$ cat config.mk
export PLATFORM = sky130hd
export DESIGN_NAME = tick_period_meter_flat
export DESIGN_NICKNAME = d
export VERILOG_FILES = /design/src/rtl/tick_pkg.sv /design/src/rtl/tick_period_meter_if.sv /design/src/rtl/tick_period_meter_sync_edge_det.sv /design/src/rtl/tick_period_meter.sv /design/src/flat_wrapper.sv
export SDC_FILE = /design/constraint.sdc
export NUM_CORES = 1
export LEC_CHECK = 0
export CORE_AREA = 4 4 48 50
export DETAILED_ROUTE_END_ITERATION = 12
export DIE_AREA = 0 0 52 54
export PLACE_DENSITY = 0.89
export SLEW_MARGIN = 0
export SYNTH_ARGS = -nofsm -noshare
export SYNTH_HDL_FRONTEND = slang
export SYNTH_SLANG_ARGS = --single-unit
$ cat constraint.sdc
create_clock -name clk -period 3.3 [get_ports clk]
set_input_delay 0.66 -clock clk [delete_from_list [all_inputs] [get_ports clk]]
set_output_delay 0.66 -clock clk [all_outputs]
set_load 0.005 [all_outputs]
$ cat src/rtl/tick_pkg.sv
// Shared definitions for the tick period meter slice.
//   - FSM state encoding (IDLE, MEASURE)
//   - default parameter values
//   - result-width helper, used by the meter and by its result interface
package tick_pkg;

  localparam logic [0:0] ST_IDLE    = 1'b0;
  localparam logic [0:0] ST_MEASURE = 1'b1;

  localparam int DEF_SYNC_STAGES = 2;
  localparam int DEF_MAX_COUNT   = 255;

  // Number of bits needed to hold max_count exactly.
  function automatic int period_cw(input int max_count);
    return $clog2(max_count + 1);
  endfunction

endpackage

$ cat src/rtl/tick_period_meter_if.sv
// Result channel of the tick period meter (valid/ready).
//   period_out   measured period in clk cycles
//   period_ovf   qualifies period_out: the true gap exceeded the maximum count
//   period_valid result held until accepted
//   period_ready consumer accepts when valid & ready at a clk edge
//   missed       one-cycle pulse: an unaccepted result was overwritten
// master = meter (producer), slave = consumer.
interface tick_period_meter_if
  import tick_pkg::*;
#(
  parameter int CW = period_cw(DEF_MAX_COUNT)
) ();

  logic [CW-1:0] period_out;
  logic          period_ovf;
  logic          period_valid;
  logic          period_ready;
  logic          missed;

  modport master (
    output period_out,
    output period_ovf,
    output period_valid,
    output missed,
    input  period_ready
  );

  modport slave (
    input  period_out,
    input  period_ovf,
    input  period_valid,
    input  missed,
    output period_ready
  );

endinterface

$ cat src/rtl/tick_period_meter_sync_edge_det.sv
// Synchronizer and rising-edge detector for an asynchronous tick line.
//   clk      in  clock, rising edge
//   reset_n  in  asynchronous active-low reset
//   event_i  in  raw tick line, asynchronous to clk
//   edge_o   out one-cycle pulse per rising edge seen at the synchronizer output
// A level held high yields exactly one pulse.
module sync_edge_det #(
  parameter int SYNC_STAGES = 2
) (
  input  logic clk,
  input  logic reset_n,
  input  logic event_i,
  output logic edge_o
);

  logic [SYNC_STAGES-1:0] sync_q;
  logic                   prev_q;

  always_ff @(posedge clk or negedge reset_n) begin
    if (!reset_n) begin
      sync_q <= '0;
      prev_q <= 1'b0;
    end else begin
      sync_q <= {sync_q[SYNC_STAGES-2:0], event_i};
      prev_q <= sync_q[SYNC_STAGES-1];
    end
  end

  assign edge_o = sync_q[SYNC_STAGES-1] & ~prev_q;

endmodule

$ cat src/rtl/tick_period_meter.sv
// Tick period meter: counts clk cycles between consecutive rising edges of an
// external tick line and reports each period on a valid/ready channel.
//   clk       in   clock, rising edge
//   reset_n   in   asynchronous active-low reset
//   enable    in   measurement enable; low aborts the period in progress
//   event_in  in   tick line, asynchronous to clk
//   prd       master side of tick_period_meter_if (period_out, period_ovf,
//             period_valid, missed out; period_ready in)
// Periods longer than MAX_COUNT report MAX_COUNT with period_ovf set.
module tick_period_meter
  import tick_pkg::*;
#(
  parameter int MAX_COUNT   = DEF_MAX_COUNT,
  parameter int SYNC_STAGES = DEF_SYNC_STAGES
) (
  input  logic                clk,
  input  logic                reset_n,
  input  logic                enable,
  input  logic                event_in,
  tick_period_meter_if.master prd
);

  localparam int            CW    = period_cw(MAX_COUNT);
  localparam logic [CW-1:0] MAX_C = CW'(MAX_COUNT);

  // Saturating increment in CW bits: compares before adding, never wraps.
  function automatic logic [CW-1:0] sat_inc(input logic [CW-1:0] v);
    return (v == MAX_C) ? MAX_C : v + CW'(1);
  endfunction

  logic evt_edge;

  sync_edge_det #(
    .SYNC_STAGES(SYNC_STAGES)
  ) u_sync_edge_det (
    .clk     (clk),
    .reset_n (reset_n),
    .event_i (event_in),
    .edge_o  (evt_edge)
  );

  // ---- measurement FSM and counter ----
  logic [0:0]    state_q, state_d;
  logic [CW-1:0] cnt_q, cnt_d;
  logic          ovf_q, ovf_d;
  logic          new_res;

  always_comb begin
    state_d = state_q;
    cnt_d   = cnt_q;
    ovf_d   = ovf_q;
    new_res = 1'b0;
    case (state_q)
      ST_IDLE: begin
        cnt_d = '0;
        ovf_d = 1'b0;
        // The first edge only opens a period; it has nothing to report.
        if (evt_edge && enable) state_d = ST_MEASURE;
      end
      ST_MEASURE: begin
        if (!enable) begin
          state_d = ST_IDLE;
          cnt_d   = '0;
          ovf_d   = 1'b0;
        end else if (evt_edge) begin
          new_res = 1'b1;
          cnt_d   = '0;
          ovf_d   = 1'b0;
        end else begin
          cnt_d = sat_inc(cnt_q);
          // Once the counter sits at MAX_COUNT, counter+1 at the next edge
          // would exceed MAX_COUNT, so the flag is set on reaching it.
          ovf_d = (sat_inc(cnt_q) == MAX_C);
        end
      end
      default: state_d = ST_IDLE;
    endcase
  end

  always_ff @(posedge clk or negedge reset_n) begin
    if (!reset_n) begin
      state_q <= ST_IDLE;
      cnt_q   <= '0;
      ovf_q   <= 1'b0;
    end else begin
      state_q <= state_d;
      cnt_q   <= cnt_d;
      ovf_q   <= ovf_d;
    end
  end

  // ---- output register / handshake ----
  logic [CW-1:0] out_q, out_d;
  logic          oovf_q, oovf_d;
  logic          valid_q, valid_d;
  logic          missed_q, missed_d;

  always_comb begin
    out_d    = out_q;
    oovf_d   = oovf_q;
    valid_d  = valid_q;
    missed_d = 1'b0;
    if (new_res) begin
      // Result at the edge is counter+1, capped at MAX_COUNT.
      out_d    = sat_inc(cnt_q);
      oovf_d   = ovf_q;
      valid_d  = 1'b1;
      missed_d = valid_q & ~prd.period_ready;
    end else if (valid_q && prd.period_ready) begin
      valid_d = 1'b0;
    end
  end

  always_ff @(posedge clk or negedge reset_n) begin
    if (!reset_n) begin
      out_q    <= '0;
      oovf_q   <= 1'b0;
      valid_q  <= 1'b0;
      missed_q <= 1'b0;
    end else begin
      out_q    <= out_d;
      oovf_q   <= oovf_d;
      valid_q  <= valid_d;
      missed_q <= missed_d;
    end
  end

  assign prd.period_out   = out_q;
  assign prd.period_ovf   = oovf_q;
  assign prd.period_valid = valid_q;
  assign prd.missed       = missed_q;

endmodule

$ cat src/flat_wrapper.sv
// flat-port wrapper written by rule: the top's interface ports become plain ports
module tick_period_meter_flat import tick_pkg::*;
#(
  parameter int MAX_COUNT   = DEF_MAX_COUNT,
  parameter int SYNC_STAGES = DEF_SYNC_STAGES
)
  (clk, reset_n, enable, event_in, prd_period_out, prd_period_ovf, prd_period_valid, prd_missed, prd_period_ready);
  tick_period_meter_if #(.CW((period_cw((255))))) prd_i ();
  input  logic clk;
  input  logic reset_n;
  input  logic enable;
  input  logic event_in;
  output wire logic [$bits(prd_i.period_out)-1:0] prd_period_out;
  output wire logic [$bits(prd_i.period_ovf)-1:0] prd_period_ovf;
  output wire logic [$bits(prd_i.period_valid)-1:0] prd_period_valid;
  output wire logic [$bits(prd_i.missed)-1:0] prd_missed;
  input wire logic [$bits(prd_i.period_ready)-1:0] prd_period_ready;
  assign prd_period_out = prd_i.period_out;
  assign prd_period_ovf = prd_i.period_ovf;
  assign prd_period_valid = prd_i.period_valid;
  assign prd_missed = prd_i.missed;
  assign prd_i.period_ready = prd_period_ready;
  tick_period_meter #(.MAX_COUNT(MAX_COUNT), .SYNC_STAGES(SYNC_STAGES)) u_core (.clk(clk), .reset_n(reset_n), .enable(enable), .event_in(event_in), .prd(prd_i));
endmodule
==> results.md, run 1 <==
* DRC errors left at 0
* Crit-path cells: clkdlybuf4s50_1
* Final setup fails at 0
* TNS Setup at 0 ns
* Seq/Total Area, Yosys at 61.1%
* Mapped Cells at 91
* Worst Tran Pin Value at 0.996 ns
* Peak VDD IR at 0.000350 V
* GRT overflow at 0
* # diodes at 0
* Synth area leaders: dfrtp_1, nand2_1, nor2_1
* Hold WC Path Type: flip-flop to flip-flop
* CTS H-tree depth at 1
* Global Route Usage Sum at 15.1%
* Post-CTS Setup Bufs at 0
* Die Span X at 52 um
* Initial DRC Count at 23
* Sink Count at 24
* Setup crit end kind: primary output
* Die Y at 54 um
* Max Clock Freq at 0.538 GHz
* Pwr/cell area at 449 mW/mm^2
* Area Overhead vs Synth at 22.4%
* Final core occ at 63.2%
* Syn Nets at 97
* TritonCTS buffer count at 3
* Dpl hpwl at 1280 um
* Yosys cell types at 28
* TritonCTS clock tree: built
* Row count at 16
* CTS Buffer Depth at 2
* Most frequent cells in the layout: dfrtp_1, clkdlybuf4s50_1, nand2_1
* Post-CTS Hold Fix Bufs at 0
* Placer Congestion at 0.897
* Final hold violations at 0
* Avg Cell Area, Syn at 10.8 sq um
* CP Data Required Time at 2.64 ns
* Layout cells sized above 1 at 6.54%
* Min Hold Slack at 0.372 ns
* Core footprint at 0.00190 sq mm
* Fin nets at 114
* Critical path peak fanout at 2
* Final instance area at 0.00120 sq mm
* Root Buffer: clkbuf_4
* Via count at 722
* Post-Syn Area at 982 sq um
* Max Cap Viol at 0
* Post-DR wirelength/cell at 12.6 um
* # IOs at 16
* Minimum clock period at 1.86 ns
* Die area at 0.00281 sq mm
* Final period util at 56.3%
* Total chip power at 540 uW
* Yosys top cell area share at 61.1%
* Max stage delay on crit path at 0.51 ns
* Post-CTS sizing at 0
* Final Skew at 0.00220 ns
* WP buf/inv at 1
* WL final at 1690 um
* IO Port Bufs at 15
* Unrepaired setup endpoints after global routing: false
* Placed inst area at 0.00115 sq mm
* Slew Viols, Final at 0
* Drt pass-1 iters at 4
* Initial Utilization at 51.6%
* Final ANT Viol Nets at 0
* Clk_lat worst skew at 0.31 ns
* Synthesis Warnings at 0
* Initial antenna violation count at 0
* Rel. slew slack at 33.4%
* Vias in the first global route at 686
* Status: finished clean
* Crit Path Class: flip-flop to primary output
* Slowest-stage cell, CP: clkdlybuf4s50_1
* Biggest area consumer among synthesized cells: dfrtp_1
* Static Leak at 0.531 nW
* Via-per-instance ratio at 5.39
* Flops & latches, synth at 24
* CP delay by family, top: buffers and inverters
* First-pass GRT wire length at 3040 um
* Crit start category: flip-flop
* Pin count of the biggest net entering global routing at 25
* WP data arrival at 1.20 ns
* Commonest non-fill, non-tap cell in the layout: dfrtp_1
* Clk pin slew, worst setup/hold paths at 0.12 ns
==> layer usage <==
metal | routed length, um | global-route usage [%] | part of all wire (%) | vias to the layer above
met5 | 0 | 0 | 0 | -
met1 | 768 | 19.6 | 46 | 351
met3 | 73 | 2.77 | 4.3 | 3
met4 | 29 | 7.86 | 1.7 | 0
met2 | 815 | 24.1 | 48 | 18
li1 | - | - | - | 350
==> through the flow <==
step | std cells | setup slack (ns)
floorplan | 91 | 2.02
global placement | 130 | 1.38
detailed placement | 130 | 1.35
CTS | 134 | 1.42
global route | 134 | 1.37
finish | 134 | 1.44
==> layout make-up <==
class / count / area (sq um)
multi-input combinational: 64 / 365
clock inverter: 1 / 30.0
fill: 159 / 699
clock buffer: 3 / 22.5
sequential: 24 / 601
timing repair buffer: 15 / 150
tap: 27 / 33.8
==> registers in the layout (all words and copies together), names as in the netlist <==
signal                         count
u_core.cnt_q                       8
u_core.prd.period_out              8
u_core.u_sync_edge_det.sync_q      2
u_core.ovf_q                       1
u_core.prd.missed                  1
u_core.prd.period_ovf              1
u_core.prd.period_valid            1
u_core.state_q                     1
u_core.u_sync_edge_det.prev_q      1
==> path summary, 6_finish.rpt <==
check | from | to | slack [ns] | depth (start not counted)
setup / recovery | u_core.prd.period_out[1] | prd_period_out[1] | 1.44 | 1
hold / removal | u_core.u_sync_edge_det.sync_q[0] | u_core.u_sync_edge_det.sync_q[1] | 0.37 | 0
setup reg to reg | u_core.cnt_q[4] | u_core.ovf_q | 1.83 | 4
hold reg to reg | u_core.u_sync_edge_det.sync_q[0] | u_core.u_sync_edge_det.sync_q[1] | 0.37 | 0
max in group asynchronous | reset_n | u_core.cnt_q[2] | 1.82 | 1
min in group asynchronous | reset_n | u_core.ovf_q | 0.88 | 1
==> synth_stat cells, drive strengths merged <==
master / instances
clkbuf: 1
nor4: 1
buf: 2
mux2: 1
and3b: 1
o21ai: 8
nand3b: 1
a21oi: 3
dfrtp: 24
nor3: 1
a31oi: 2
mux2i: 1
xor2: 1
and3: 1
nand2: 13
o21a: 1
nor2b: 1
ha: 1
o2bb2ai: 1
nand4: 3
nand2b: 1
nor2: 11
and4: 2
nand3: 5
a21o: 4
==> cells by family after synthesis <==
logic type,Yosys count,synth area share (%)
and+or+nand+nor,41,21.3
muxes,2,2.17
xor gates and xnor gates,1,0.892
buffers and inverters,3,1.66
AOI/OAI and AO/OA,19,11.6
DFF,24,61.1
adders and majority gates,1,1.27
==> power breakdown <==
part | internal (mW) | switching (mW)
clock | 0.123 | 0.0840
combinational | 0.0152 | 0.0127
sequential | 0.301 | 0.00418
No activity file was read; power rests on OpenSTA's default activity.
==> inputs of run 2 (changes only) <==
--- a/config.mk
+++ b/config.mk
@@ -5,10 +5,10 @@
 export SDC_FILE = /design/constraint.sdc
 export NUM_CORES = 1
 export LEC_CHECK = 0
-export CORE_AREA = 4 4 48 50
+export CORE_AREA = 4 4 50 52
 export DETAILED_ROUTE_END_ITERATION = 12
-export DIE_AREA = 0 0 52 54
-export PLACE_DENSITY = 0.89
+export DIE_AREA = 0 0 54 56
+export PLACE_DENSITY = 0.83
 export SLEW_MARGIN = 0
 export SYNTH_ARGS = -nofsm -noshare
 export SYNTH_HDL_FRONTEND = slang
==> constraint.sdc (replaced) <==
create_clock -name clk -period 1.87 [get_ports clk]
set_input_delay 0.374 -clock clk [delete_from_list [all_inputs] [get_ports clk]]
set_output_delay 0.374 -clock clk [all_outputs]
set_load 0.005 [all_outputs]
==> run 2 against run 1 <==
Sequential share of layout area decreased by 0.97 points. Critical endpoint is now prd_period_out[2]. Clock skew is 0.0049 ns higher. First-iteration DRC count is 43% lower.
==> results.md, run 2 (synthesis results as in run 1) <==
* Max Clock Freq at 0.617 GHz
* TNS Setup at 0 ns
* Clk_lat worst skew at 0.33 ns
* Vias in the first global route at 737
* WP buf/inv at 1
* Slew Viols, Final at 0
* CTS H-tree depth at 1
* Reg2reg path depth at 5
* R2R Path Start: u_core.cnt_q[0]
* Die area at 0.00302 sq mm
* DRC errors left at 0
* Worst Tran Pin Value at 0.293 ns
* TritonCTS buffer count at 3
* # diodes at 0
* Rel. slew slack at 80.5%
* Placer Congestion at 0.858
* Core footprint at 0.00211 sq mm
* Hold WC Path Type: primary input to asynchronous set/reset pin
* Root Buffer: clkbuf_4
* Dpl hpwl at 1480 um
* IO Port Bufs at 15
* Initial antenna violation count at 0
* Fin nets at 117
* Critical path peak fanout at 2
* Fillers at 195
* Placed inst area at 0.00117 sq mm
* Commonest non-fill, non-tap cell in the layout: dfrtp_1
* Drt pass-1 iters at 4
* Area Overhead vs Synth at 24.8%
* CTS Buffer Depth at 2
* Max stage delay on crit path at 0.52 ns
* Final setup fails at 0
* Reg-to-reg critical path endpoint: u_core.prd.period_out[2]
* Die Span X at 54 um
* CP delay by family, top: buffers and inverters
* WL final at 2000 um
* Reg2reg setup slack at 0.36 ns
* Via count at 754
* Register area at 601 sq um
* Setup crit end kind: primary output
* Post-DR wirelength/cell at 14.5 um
* Clk pin slew, worst setup/hold paths at 0.13 ns
* Row count at 17
* Multi-input logic area at 365 sq um
* Post-CTS Hold Fix Bufs at 0
* Crit Path Class: flip-flop to primary output
* CP Data Required Time at 1.50 ns
* Minimum clock period at 1.62 ns
* GRT overflow at 0
* Final hold violations at 0
* Peak VDD IR at 0.000667 V
* Final instance area at 0.00123 sq mm
* Via-per-instance ratio at 5.46
* Pin count of the biggest net entering global routing at 25
* Most frequent cells in the layout: dfrtp_1, clkdlybuf4s50_1, nand2_1
* Sink Count at 24
* Crit start category: flip-flop
* Final Skew at 0.00714 ns
* Cells after DPL at 134
* Initial DRC Count at 13
* Initial Utilization at 46.6%
* Final ANT Viol Nets at 0
* Pwr/cell area at 796 mW/mm^2
* WP data arrival at 1.25 ns
* # IOs at 16
* Status: finished clean
* Layout cells sized above 1 at 9.09%
* First-pass GRT wire length at 3390 um
* Final period util at 86.7%
* Post-CTS Setup Bufs at 0
* Static Leak at 0.544 nW
* Global Route Usage Sum at 15.7%
* Post-CTS sizing at 0
* Max Cap Viol at 0
* Unrepaired setup endpoints after global routing: false
* Slowest-stage cell, CP: clkdlybuf4s50_1
* Crit-path cells: clkdlybuf4s50_1
* TritonCTS clock tree: built
* Post-Layout Cell Count at 138
* Die Y at 56 um
==> run 2: changes by cell type in the layout (fill, tap and decap cells not counted) <==
cell | previous run | this run
buf_4 | 0 | 3
==> run 2: layer usage <==
metal	vias up	wire length, um	global-route usage (%)
met5	-	0	0
met4	0	59	8.54
met3	7	103	3.75
met2	28	945	24.7
met1	361	887	19.0
li1	358	-	-
==> run 2: worst max-delay path by stage <==
stage / startpoint / slack (ns) / cells after the start / end
after global placement: enable / 0.27 / 3 / u_core.ovf_q
after floorplan: u_core.cnt_q[0] / 0.59 / 5 / u_core.prd.period_out[6]
after detailed placement: enable / 0.28 / 4 / u_core.prd.period_out[0]
after global routing: u_core.prd.period_out[2] / 0.19 / 1 / prd_period_out[2]
after CTS: u_core.prd.period_out[6] / 0.24 / 1 / prd_period_out[6]
final: u_core.prd.period_out[2] / 0.25 / 1 / prd_period_out[2]
==> run 2: final cells by class <==
cell class,count,share of cell area (%)
Clock buffer,3,1.84
Clock inverter,1,2.45
Multi-Input combinational cell,64,29.8
Sequential cell,24,49.0
Tap cell,28,2.86
Timing Repair Buffer,18,14.1
==> run 2: stage by stage <==
step	utilization (%)	hold WS (ns)	power (mW)	setup WS, ns
after global placement	55.7	0.335	0.602	0.273
after CTS	58.2	0.374	0.990	0.243
after detailed placement	55.7	0.337	0.607	0.277
final	58.2	0.377	0.976	0.248
after floorplan	-	0.0784	0.563	0.588
after global routing	58.2	0.379	1.02	0.187
==> run 2: where the power goes <==
part / internal, mW / total [mW] / switching [mW]
logic: 0.0298 / 0.0546 / 0.0249
clock network: 0.217 / 0.380 / 0.163
registers: 0.532 / 0.541 / 0.00892
total: 0.779 / 0.976 / 0.197
==> inputs of run 3 (changes only) <==
--- a/config.mk
+++ b/config.mk
@@ -5,10 +5,10 @@
 export SDC_FILE = /design/constraint.sdc
 export NUM_CORES = 1
 export LEC_CHECK = 0
-export CORE_AREA = 4 4 50 52
+export CORE_AREA = 4 4 55 57
 export DETAILED_ROUTE_END_ITERATION = 12
-export DIE_AREA = 0 0 54 56
-export PLACE_DENSITY = 0.83
+export DIE_AREA = 0 0 59 61
+export PLACE_DENSITY = 0.72
 export SLEW_MARGIN = 0
 export SYNTH_ARGS = -nofsm -noshare
 export SYNTH_HDL_FRONTEND = slang
==> run 3 against run 2 <==
Cell count grew 1.4%. Clock power is 31% lower. Setup slack gained 0.052 ns. Critical path depth unchanged. Sequential power barely moved. First-iteration DRC count decreased by 54%. Register-to-register slack better by 0.06 ns. Largest power group unchanged.
==> results.md, run 3 (synthesis results as in run 1) <==
* Status: finished clean
* CP Data Required Time at 1.50 ns
* Final period util at 84.0%
* Final core occ at 48.9%
* Die Span X at 59 um
* Global Route Usage Sum at 12.0%
* Via-per-instance ratio at 5.16
* Total chip power at 853 uW
* Post-CTS sizing at 0
* Dpl hpwl at 1360 um
* CTS Buffer Depth at 2
* Hold WC Path Type: flip-flop to flip-flop
* Placed inst area at 0.00118 sq mm
* Final setup fails at 0
* Core footprint at 0.00248 sq mm
* Post-DR wirelength/cell at 12.6 um
* Most frequent cells in the layout: dfrtp_1, clkdlybuf4s50_1, nand2_1
* Layout cells sized above 1 at 9.09%
* Vias in the first global route at 735
* Die area at 0.00360 sq mm
* Area Overhead vs Synth at 23.4%
* WP data arrival at 1.20 ns
* Setup crit end kind: primary output
* Final Skew at 0.00295 ns
* Row count at 18
* Sink Count at 24
* Unrepaired setup endpoints after global routing: false
* Fin nets at 117
* Via count at 722
* TritonCTS buffer count at 3
* Rel. slew slack at 80.2%
* Initial DRC Count at 6
* Clk pin slew, worst setup/hold paths at 0.12 ns
* Slew Viols, Final at 0
* Root Buffer: clkbuf_4
* Pin count of the biggest net entering global routing at 25
* Worst Tran Pin Value at 0.297 ns
* Static Leak at 0.537 nW
* Critical path peak fanout at 2
* Crit start category: flip-flop
* Max Cap Viol at 0
* Minimum clock period at 1.57 ns
* Placer Congestion at 0.833
* Slowest-stage cell, CP: clkdlybuf4s50_1
* Crit Path Class: flip-flop to primary output
* Post-Layout Cell Count at 140
* Initial antenna violation count at 0
* TritonCTS clock tree: built
* Cells after DPL at 136
* WP buf/inv at 1
* Pwr/cell area at 704 mW/mm^2
* Final worst slack at 0.300 ns
* Peak VDD IR at 0.000580 V
* Final hold violations at 0
* CP delay by family, top: buffers and inverters
* Min Hold Slack at 0.366 ns
* Max stage delay on crit path at 0.51 ns
* TNS Setup at 0 ns
* Post-CTS Hold Fix Bufs at 0
* # IOs at 16
* Initial Utilization at 39.6%
* Final instance area at 0.00121 sq mm
* CTS H-tree depth at 1
* Max Clock Freq at 0.637 GHz
* Clk_lat worst skew at 0.30 ns
* Final ANT Viol Nets at 0
* Drt pass-1 iters at 4
* GRT overflow at 0
* Reg2reg setup slack at 0.42 ns
* Crit-path cells: clkdlybuf4s50_1
* Pre-CTS setup slack at 0.265 ns
* Die Y at 61 um
* Post-CTS Setup Bufs at 0
* First-pass GRT wire length at 3220 um
* WL final at 1760 um
* IO Port Bufs at 15
* DRC errors left at 0
* Commonest non-fill, non-tap cell in the layout: dfrtp_1
* # diodes at 0
run 3: cell count changes in the layout (fill, tap and decap cells not counted), sizes merged:
cell,previous run,this run
clkbuf,3,4
bufinv,1,0
run 3: final timing paths:
| check | startpoint | end | cells past startpoint |
|---|---|---|---|
| setup / recovery | u_core.prd.period_out[2] | prd_period_out[2] | 1 |
| max in group asynchronous | reset_n | u_core.cnt_q[6] | 2 |
| hold / removal | u_core.u_sync_edge_det.sync_q[0] | u_core.u_sync_edge_det.sync_q[1] | 0 |
| hold reg to reg | u_core.u_sync_edge_det.sync_q[0] | u_core.u_sync_edge_det.sync_q[1] | 0 |
| setup reg to reg | u_core.cnt_q[0] | u_core.prd.period_out[6] | 5 |
| min in group asynchronous | reset_n | u_core.cnt_q[1] | 2 |
run 3: layout make-up:
type	count	area [sq um]
fillers	242	1260
clock buffers	4	36.3
flip-flops and latches	24	601
repair buffers	18	173
multi-input cells	64	365
well taps	30	37.5
run 3: power by group:
part | switching, mW | internal [mW]
registers | 0.00712 | 0.532
clock network | 0.142 | 0.119
logic | 0.0234 | 0.0297
run 3: per-layer routing:
metal / GRT usage, % / up-vias / routed length (um)
met5: 0 / - / 0
met4: 1.94 / 0 / 9
met2: 20.2 / 17 / 827
li1: - / 358 / -
met3: 4.89 / 2 / 98
met1: 14.7 / 345 / 826
